File: config.mk
export PLATFORM = sky130hd
export DESIGN_NAME = ser_frame_ctrl
export DESIGN_NICKNAME = d
export VERILOG_FILES = /design/src/rtl/ser_frame_pkg.sv /design/src/rtl/ser_field_shifter.sv /design/src/rtl/ser_frame_ctrl.sv
export SDC_FILE = /design/constraint.sdc
export NUM_CORES = 1
export LEC_CHECK = 0
export ABC_CLOCK_PERIOD_IN_PS = 3400
export BUFFER_PORTS_ARGS = -buffer_cell sky130_fd_sc_hd__buf_2
export CAP_MARGIN = 30
export CORE_MARGIN = 2
export CORE_UTILIZATION = 30
export CTS_CLUSTER_SIZE = 14
export DETAILED_ROUTE_END_ITERATION = 10
export PLACE_DENSITY_LB_ADDON = 0.1
export SYNTH_ARGS = -nofsm -noshare
export SYNTH_HDL_FRONTEND = slang
export SYNTH_SLANG_ARGS = --single-unit
export TNS_END_PERCENT = 10
File: constraint.sdc
create_clock -name clk_i -period 3.4 [get_ports clk_i]
set_input_delay 0.17 -clock clk_i [delete_from_list [all_inputs] [get_ports clk_i]]
set_output_delay 0.17 -clock clk_i [all_outputs]
set_load 0.01 [all_outputs]
File: src/rtl/ser_frame_pkg.sv
// ---------------------------------------------------------------------------
// ser_frame_pkg
// Shared types and constants for the serial frame controller slice.
//   state_t      : frame controller FSM states
//   ADDR_W_DEF   : default address field width (lanes = 2**ADDR_W)
//   LEN_W_DEF    : default length field width (max payload = 2**LEN_W-1)
//   FIELD_CNT_W  : width of the per-field bit counter in ser_field_shifter
// ---------------------------------------------------------------------------
package ser_frame_pkg;

  localparam int ADDR_W_DEF = 2;
  localparam int LEN_W_DEF  = 4;

  // Counter must hold values up to the widest field length.
  localparam int FIELD_CNT_W =
    $clog2(((ADDR_W_DEF > LEN_W_DEF) ? ADDR_W_DEF : LEN_W_DEF) + 1);

  typedef enum logic [2:0] {
    IDLE,
    ADDR,
    LEN,
    DATA,
    PARITY,
    DONE
  } state_t;

endpackage

File: src/rtl/ser_field_shifter.sv
// ---------------------------------------------------------------------------
// ser_field_shifter
// N-bit MSB-first shift register with a bit counter, used to assemble one
// header field (address or length) of a serial frame.
// Ports:
//   clk_i, rst_ni : clock, asynchronous active-low reset
//   clr_i         : restart the field (counter cleared; data too if CLR_DATA)
//   shift_i       : shift bit_i in at the LSB end
//   bit_i         : serial input bit
//   data_o        : assembled field contents
//   full_o        : high when the current shift delivers the N-th bit
// Parameters:
//   N        : field width
//   CW       : bit counter width
//   CLR_DATA : 1 = clr_i also zeroes the data register
// ---------------------------------------------------------------------------
module ser_field_shifter #(
  parameter int N        = 2,
  parameter int CW       = 3,
  parameter bit CLR_DATA = 1'b0
) (
  input  logic         clk_i,
  input  logic         rst_ni,
  input  logic         clr_i,
  input  logic         shift_i,
  input  logic         bit_i,
  output logic [N-1:0] data_o,
  output logic         full_o
);

  logic [N-1:0]  data_q, data_d;
  logic [CW-1:0] cnt_q, cnt_d;

  // Asserted combinationally so the FSM can leave the field state on the
  // same step that supplies the last bit.
  assign full_o = shift_i && (cnt_q == CW'(N - 1));
  assign data_o = data_q;

  always_comb begin
    data_d = data_q;
    cnt_d  = cnt_q;
    if (clr_i) begin
      cnt_d = '0;
      if (CLR_DATA) begin
        data_d = '0;
      end
    end else if (shift_i) begin
      // Truncating the concatenation drops the old MSB; works for any N >= 1.
      data_d = N'({data_q, bit_i});
      cnt_d  = full_o ? '0 : cnt_q + CW'(1);
    end
  end

  always_ff @(posedge clk_i or negedge rst_ni) begin
    if (!rst_ni) begin
      data_q <= '0;
      cnt_q  <= '0;
    end else begin
      data_q <= data_d;
      cnt_q  <= cnt_d;
    end
  end

endmodule

File: src/rtl/ser_frame_ctrl.sv
// ---------------------------------------------------------------------------
// ser_frame_ctrl
// Sequences one serial frame: start bit (0), ADDR_W-bit address, LEN_W-bit
// length, LEN data bits. Data is steered to the addressed lane via a one-hot
// valid; the remaining-bit count feeds the 7-segment decoder.
// Ports:
//   clk_i        : system clock, rising edge
//   rst_ni       : asynchronous active-low reset
//   clk_en_i     : one-cycle step pulse from the one-pulser
//   ser_in_i     : serial input bit, sampled when clk_en_i=1
//   ser_out_o    : combinational copy of ser_in_i for the lanes
//   out_valid_o  : one-hot lane valid, high throughout DATA
//   port_sel_o   : captured address
//   count_out_o  : remaining payload bits
//   busy_o       : high in every state except IDLE
//   done_o       : one-clock pulse at frame end
//   parity_err_o : even-parity error flag (SER_PARITY_EN builds only)
// Optional feature macro: SER_PARITY_EN adds a trailing even-parity bit.
// ---------------------------------------------------------------------------
module ser_frame_ctrl
  import ser_frame_pkg::*;
#(
  parameter int ADDR_W = ADDR_W_DEF,
  parameter int LEN_W  = LEN_W_DEF
) (
  input  logic                   clk_i,
  input  logic                   rst_ni,
  input  logic                   clk_en_i,
  input  logic                   ser_in_i,
  output logic                   ser_out_o,
  output logic [(2**ADDR_W)-1:0] out_valid_o,
  output logic [ADDR_W-1:0]      port_sel_o,
  output logic [LEN_W-1:0]       count_out_o,
  output logic                   busy_o,
  output logic                   done_o
`ifdef SER_PARITY_EN
  ,output logic                  parity_err_o
`endif
);

  localparam int NLANES = 2**ADDR_W;

  // State entered once the payload (possibly empty) is exhausted.
`ifdef SER_PARITY_EN
  localparam state_t AFTER_DATA = PARITY;
`else
  localparam state_t AFTER_DATA = DONE;
`endif

  state_t              state_q, state_d;
  logic [LEN_W-1:0]    count_q, count_d;
  logic                busy_q, busy_d;
  logic                done_q, done_d;
  logic [NLANES-1:0]   valid_q, valid_d;

  logic                start_bit, addr_shift, addr_full, len_shift, len_full;
  logic [LEN_W-1:0]    len_field, len_next;

  assign start_bit  = (state_q == IDLE) && clk_en_i && !ser_in_i;
  assign addr_shift = (state_q == ADDR) && clk_en_i;
  assign len_shift  = (state_q == LEN)  && clk_en_i;
  // Value the length field will hold after this step; loaded into the counter
  // so the display tracks the partially assembled length.
  assign len_next   = LEN_W'({len_field, ser_in_i});

  // Address data is not cleared on a start bit: port_sel must keep the old
  // address until new address bits actually arrive.
  ser_field_shifter #(
    .N        (ADDR_W),
    .CW       (FIELD_CNT_W),
    .CLR_DATA (1'b0)
  ) u_addr (
    .clk_i   (clk_i),
    .rst_ni  (rst_ni),
    .clr_i   (start_bit),
    .shift_i (addr_shift),
    .bit_i   (ser_in_i),
    .data_o  (port_sel_o),
    .full_o  (addr_full)
  );

  ser_field_shifter #(
    .N        (LEN_W),
    .CW       (FIELD_CNT_W),
    .CLR_DATA (1'b1)
  ) u_len (
    .clk_i   (clk_i),
    .rst_ni  (rst_ni),
    .clr_i   (start_bit),
    .shift_i (len_shift),
    .bit_i   (ser_in_i),
    .data_o  (len_field),
    .full_o  (len_full)
  );

  // DONE always lasts exactly one clock, regardless of clk_en.
  always_comb begin
    state_d = state_q;
    count_d = count_q;
    case (state_q)
      IDLE:   if (start_bit) state_d = ADDR;
      ADDR:   if (addr_full) state_d = LEN;
      LEN: begin
        if (len_shift) begin
          count_d = len_next;
          if (len_full) begin
            state_d = (len_next == '0) ? AFTER_DATA : DATA;
          end
        end
      end
      DATA: begin
        if (clk_en_i && (count_q != '0)) begin
          count_d = count_q - LEN_W'(1);
          if (count_q == LEN_W'(1)) begin
            state_d = AFTER_DATA;
          end
        end
      end
      PARITY: if (clk_en_i) state_d = DONE;
      DONE:   state_d = IDLE;
      default: state_d = IDLE;
    endcase
    busy_d  = (state_d != IDLE);
    done_d  = (state_d == DONE);
    valid_d = (state_d == DATA) ? (NLANES'(1) << port_sel_o) : '0;
  end

  always_ff @(posedge clk_i or negedge rst_ni) begin
    if (!rst_ni) begin
      state_q <= IDLE;
      count_q <= '0;
      busy_q  <= 1'b0;
      done_q  <= 1'b0;
      valid_q <= '0;
    end else begin
      state_q <= state_d;
      count_q <= count_d;
      busy_q  <= busy_d;
      done_q  <= done_d;
      valid_q <= valid_d;
    end
  end

`ifdef SER_PARITY_EN
  logic parity_acc_q, parity_acc_d;
  logic parity_err_q, parity_err_d;

  // Running XOR of the payload; the error is latched when the parity bit
  // arrives and survives until the next frame's start bit.
  always_comb begin
    parity_acc_d = parity_acc_q;
    parity_err_d = parity_err_q;
    if (start_bit) begin
      parity_acc_d = 1'b0;
      parity_err_d = 1'b0;
    end else if ((state_q == DATA) && clk_en_i) begin
      parity_acc_d = parity_acc_q ^ ser_in_i;
    end else if ((state_q == PARITY) && clk_en_i) begin
      parity_err_d = parity_acc_q ^ ser_in_i;
    end
  end

  always_ff @(posedge clk_i or negedge rst_ni) begin
    if (!rst_ni) begin
      parity_acc_q <= 1'b0;
      parity_err_q <= 1'b0;
    end else begin
      parity_acc_q <= parity_acc_d;
      parity_err_q <= parity_err_d;
    end
  end

  assign parity_err_o = parity_err_q;
`endif

  assign ser_out_o   = ser_in_i;
  assign count_out_o = count_q;
  assign busy_o      = busy_q;
  assign done_o      = done_q;
  assign out_valid_o = valid_q;

endmodule

==> results.py <==
metrics = {
    "status": {
        "outcome": "complete, no violations",
    },
    "logic_synthesis": {
        "netlist_instances": 120,
        "yosys.area.top_type": "dfrtp_1",
        "ys_top_cells_by_area": "dfrtp_1 46%, ha_1 5.7%, nand2_1 3.7%",
        "synth.area.mux_share_pct": 1.627,
        "synth_ff_type": "dfrtp_1",
        "syn_nets": 130,
        "avgSynthCellArea_sq_um": 10.90,
        "synthSimpleGateAreaFrac_pct": 24.69,
        "netlist_area_sq_um": 1308,
        "synth_top_family_by_area": "simple AND/OR/NAND/NOR gates",
        "synthTopCellsByCount": "24 x dfrtp_1, 13 x nand2_1, 8 x inv_1",
        "synth_edf_count": 0,
        "async_flop_share_pct": 100.0,
        "yosysMostFrequentCell": "dfrtp_1",
        "ys_seq_elements": 24,
        "ys_warn_count": 0,
        "synth-compound-area-share_pct": 15.98,
        "synth_xor_area_share_pct": 0,
        "synth_top_area_share_pct": 45.93,
        "yosysSeqAreaShare_pct": 45.93,
        "ys_types": 41,
        "synthAdderAreaFrac_pct": 5.742,
    },
    "global_route": {
        "grt-ovfl-total": 0,
        "grt_max_degree": 25,
        "grt_pass1_vias": 927,
        "grt_pass1_wl_mm": 4.471,
        "antenna_found_initial": 0,
        "gr-usage-all-layers_pct": 11.30,
    },
    "power_and_ir_drop": {
        "power.leakage_nw": 0.7015,
        "irDropWorstVdd_uv": 262.0,
        "p_per_area_nw_per_um2": 844.4,
    },
    "sta": {
        "setup-violations-final": 0,
        "maxSlewViolCount": 0,
        "relSlewSlack_pct": 63.45,
        "tightest_slew_ps": 548.2,
        "finalSetupTns_ps": 0,
        "fmax_ghz": 0.5092,
        "grt_setup_unrepaired": "no",
        "hold_viol": 0,
        "post-route-min-period_ps": 1964,
        "setup_ws_ps": 1436,
        "layout_worst_path_cycle_share_pct": 57.76,
        "timing.clock.skew_ps": 3.942,
    },
    "route": {
        "vias": 927,
        "route.detailed.drc": 0,
        "drt.antenna.violating_nets": 0,
        "via_per_inst": 4.931,
        "totalWireLength_mm": 2.560,
        "wl_per_cell_um": 13.62,
        "drtPass1Iterations": 4,
        "drt_iter0_drc": 59,
    },
    "clock_network": {
        "cts_tree": "built",
        "htreeDepth": 1,
        "cts.reportedPaths.clkPinSlew_ps": 90,
        "clkLatencyLatePin_ps": 260,
        "clock-root-buffer": "clkbuf_8",
        "cts_made_buffers": 3,
        "cts.sinks": 24,
        "cts-resized-gates": 0,
        "clock_path_buffers": 2,
    },
    "layout": {
        "areaGrowthSynthToFinish_pct": 13.59,
        "stdcell_area_sq_um": 1485,
        "regArea_sq_um": 600.6,
        "n_antenna_cell": 0,
        "drive_above_1_share_pct": 23.53,
        "num-fill-cells": 446,
        "multi_input_area_sq_um": 628.1,
        "nNetsFinal": 147,
    },
    "worst_setup_path": {
        "rrSetupSlack_ps": 1440,
        "cp.required_ps": 3560,
        "reg2reg_from": "count_out_o[0]",
        "critPathLaunch": "count_out_o[0]",
        "crit_end": "count_out_o[1]",
        "critPathMaxFanout": 8,
        "crit_path_end_kind": "flip-flop",
        "r2r_cells": 5,
        "path_class": "flip-flop to flip-flop",
        "cp.arrival_ps": 2120,
        "start_kind": "flip-flop",
        "timing.rr.end": "count_out_o[1]",
    },
    "floorplan": {
        "die_w_um": 70.02,
        "dieHeight_um": 70.02,
        "die_area_sq_um": 4902,
        "coreArea_sq_um": 4264,
        "start_util_pct": 30.66,
        "ios": 17,
        "fp-row-count": 24,
    },
    "placement": {
        "io_buffers": 16,
        "placed_area_sq_um": 1404,
        "gp_congestion": 0.7556,
        "place_ws_ps": 1450,
        "hpwlAfterDp_mm": 1.869,
    },
    "hold_path": {
        "hold_class": "input pin to flip-flop",
    },
    "run": {
        "max-cap-violations": 0,
    },
}
==> registers in the layout (all words and copies together) (netlist names) <==
signal,cells
count_out_o,4
out_valid_o,4
state_q,3
u_addr.cnt_q,3
u_len.cnt_q,3
u_len.data_o,3
u_addr.data_o,2
busy_o,1
done_o,1
==> metrics by stage <==
stage | std cells | util [%] | total power (W) | hold WS, ps
after detailed placement | 183 | 32.92 | 0.001011 | 191.4
after floorplan | 120 | - | 0.0008915 | -125.6
after CTS | 188 | 34.83 | 0.001269 | 197.4
final | 188 | 34.83 | 0.001254 | 195.7
after global placement | 183 | 32.92 | 0.001010 | 186.4
after global routing | 188 | 34.83 | 0.001361 | 211.0
==> routing by layer <==
layer  wire length (um)  track usage, %  share of wire, %  up-vias
met1               1326           16.26                52      452
met5                  0               0                 0        -
met4                 17           3.205              0.66        0
met3                 68           2.453               2.7        2
met2               1148           17.14                45        7
li1                   -               -                 -      466
==> where the power goes <==
group | switching (W) | internal, W
registers | 0.000134 | 0.000384
logic | 0.000256 | 0.000227
clock network | 0.0000953 | 0.000157
total | 0.000486 | 0.000768
==> how the worst min path moves through the flow <==
stage              from               end  cells past startpoint
4_1_cts        ser_in_i  u_addr.data_o[0]                      3
2_1_floorplan    rst_ni            busy_o                      0
3_5_place_dp     rst_ni    count_out_o[2]                      1
6_report       ser_in_i  u_addr.data_o[0]                      3
5_1_grt        ser_in_i  u_addr.data_o[0]                      3
3_3_place_gp     rst_ni    count_out_o[2]                      1
==> cells in the final DEF (no fill, tap or decap), types with 2 or more instances in the layout <==
master	netlist	layout
nand2_1	13	13
and2_1	2	2
a21oi_1	3	3
buf_2	0	16
clkbuf_8	0	3
a22o_1	4	4
o211ai_1	2	2
and4bb_1	2	2
nor3_1	3	3
nand2b_1	3	3
nor2_1	7	7
o21ai_0	2	2
nand3_1	5	5
o21ai_1	2	2
nor2b_1	4	4
inv_1	8	8
o31ai_1	3	3
ha_1	6	6
nor3b_2	2	2
dfrtp_1	24	24
==> critical path, cell delays in order (launching register included) <==
cell       delay [ps]
dfrtp_1           400
inv_1             110
ha_1              230
nor3b_1           160
a2111oi_4         570
mux2_2            390
==> what timing repair did <==
action / 4_1_cts / 5_1_grt
buffers inserted: 0 / 0
hold buffers: 1 / 0
hold endpoints to repair: 24 / 0
==> cell type report <==
class	instances	share of cell area, %
clock buffers	3	2.780
clock inverters	1	2.022
inverters	8	2.022
multi-input cells	83	42.29
flip-flops and latches	24	40.44
well taps	52	4.381
repair buffers	17	6.066
==> cell families (layout without fill, tap and decap cells) <==
family	count (synthesis)	after routing
flip-flops	24	24
adder cells (fa/ha/maj)	6	6
multiplexers	2	2
buffers and inverters	13	29
AND/OR/NAND/NOR	51	51
AO/OA/AOI/OAI	24	24
No activity file was read; power rests on OpenSTA's default activity.
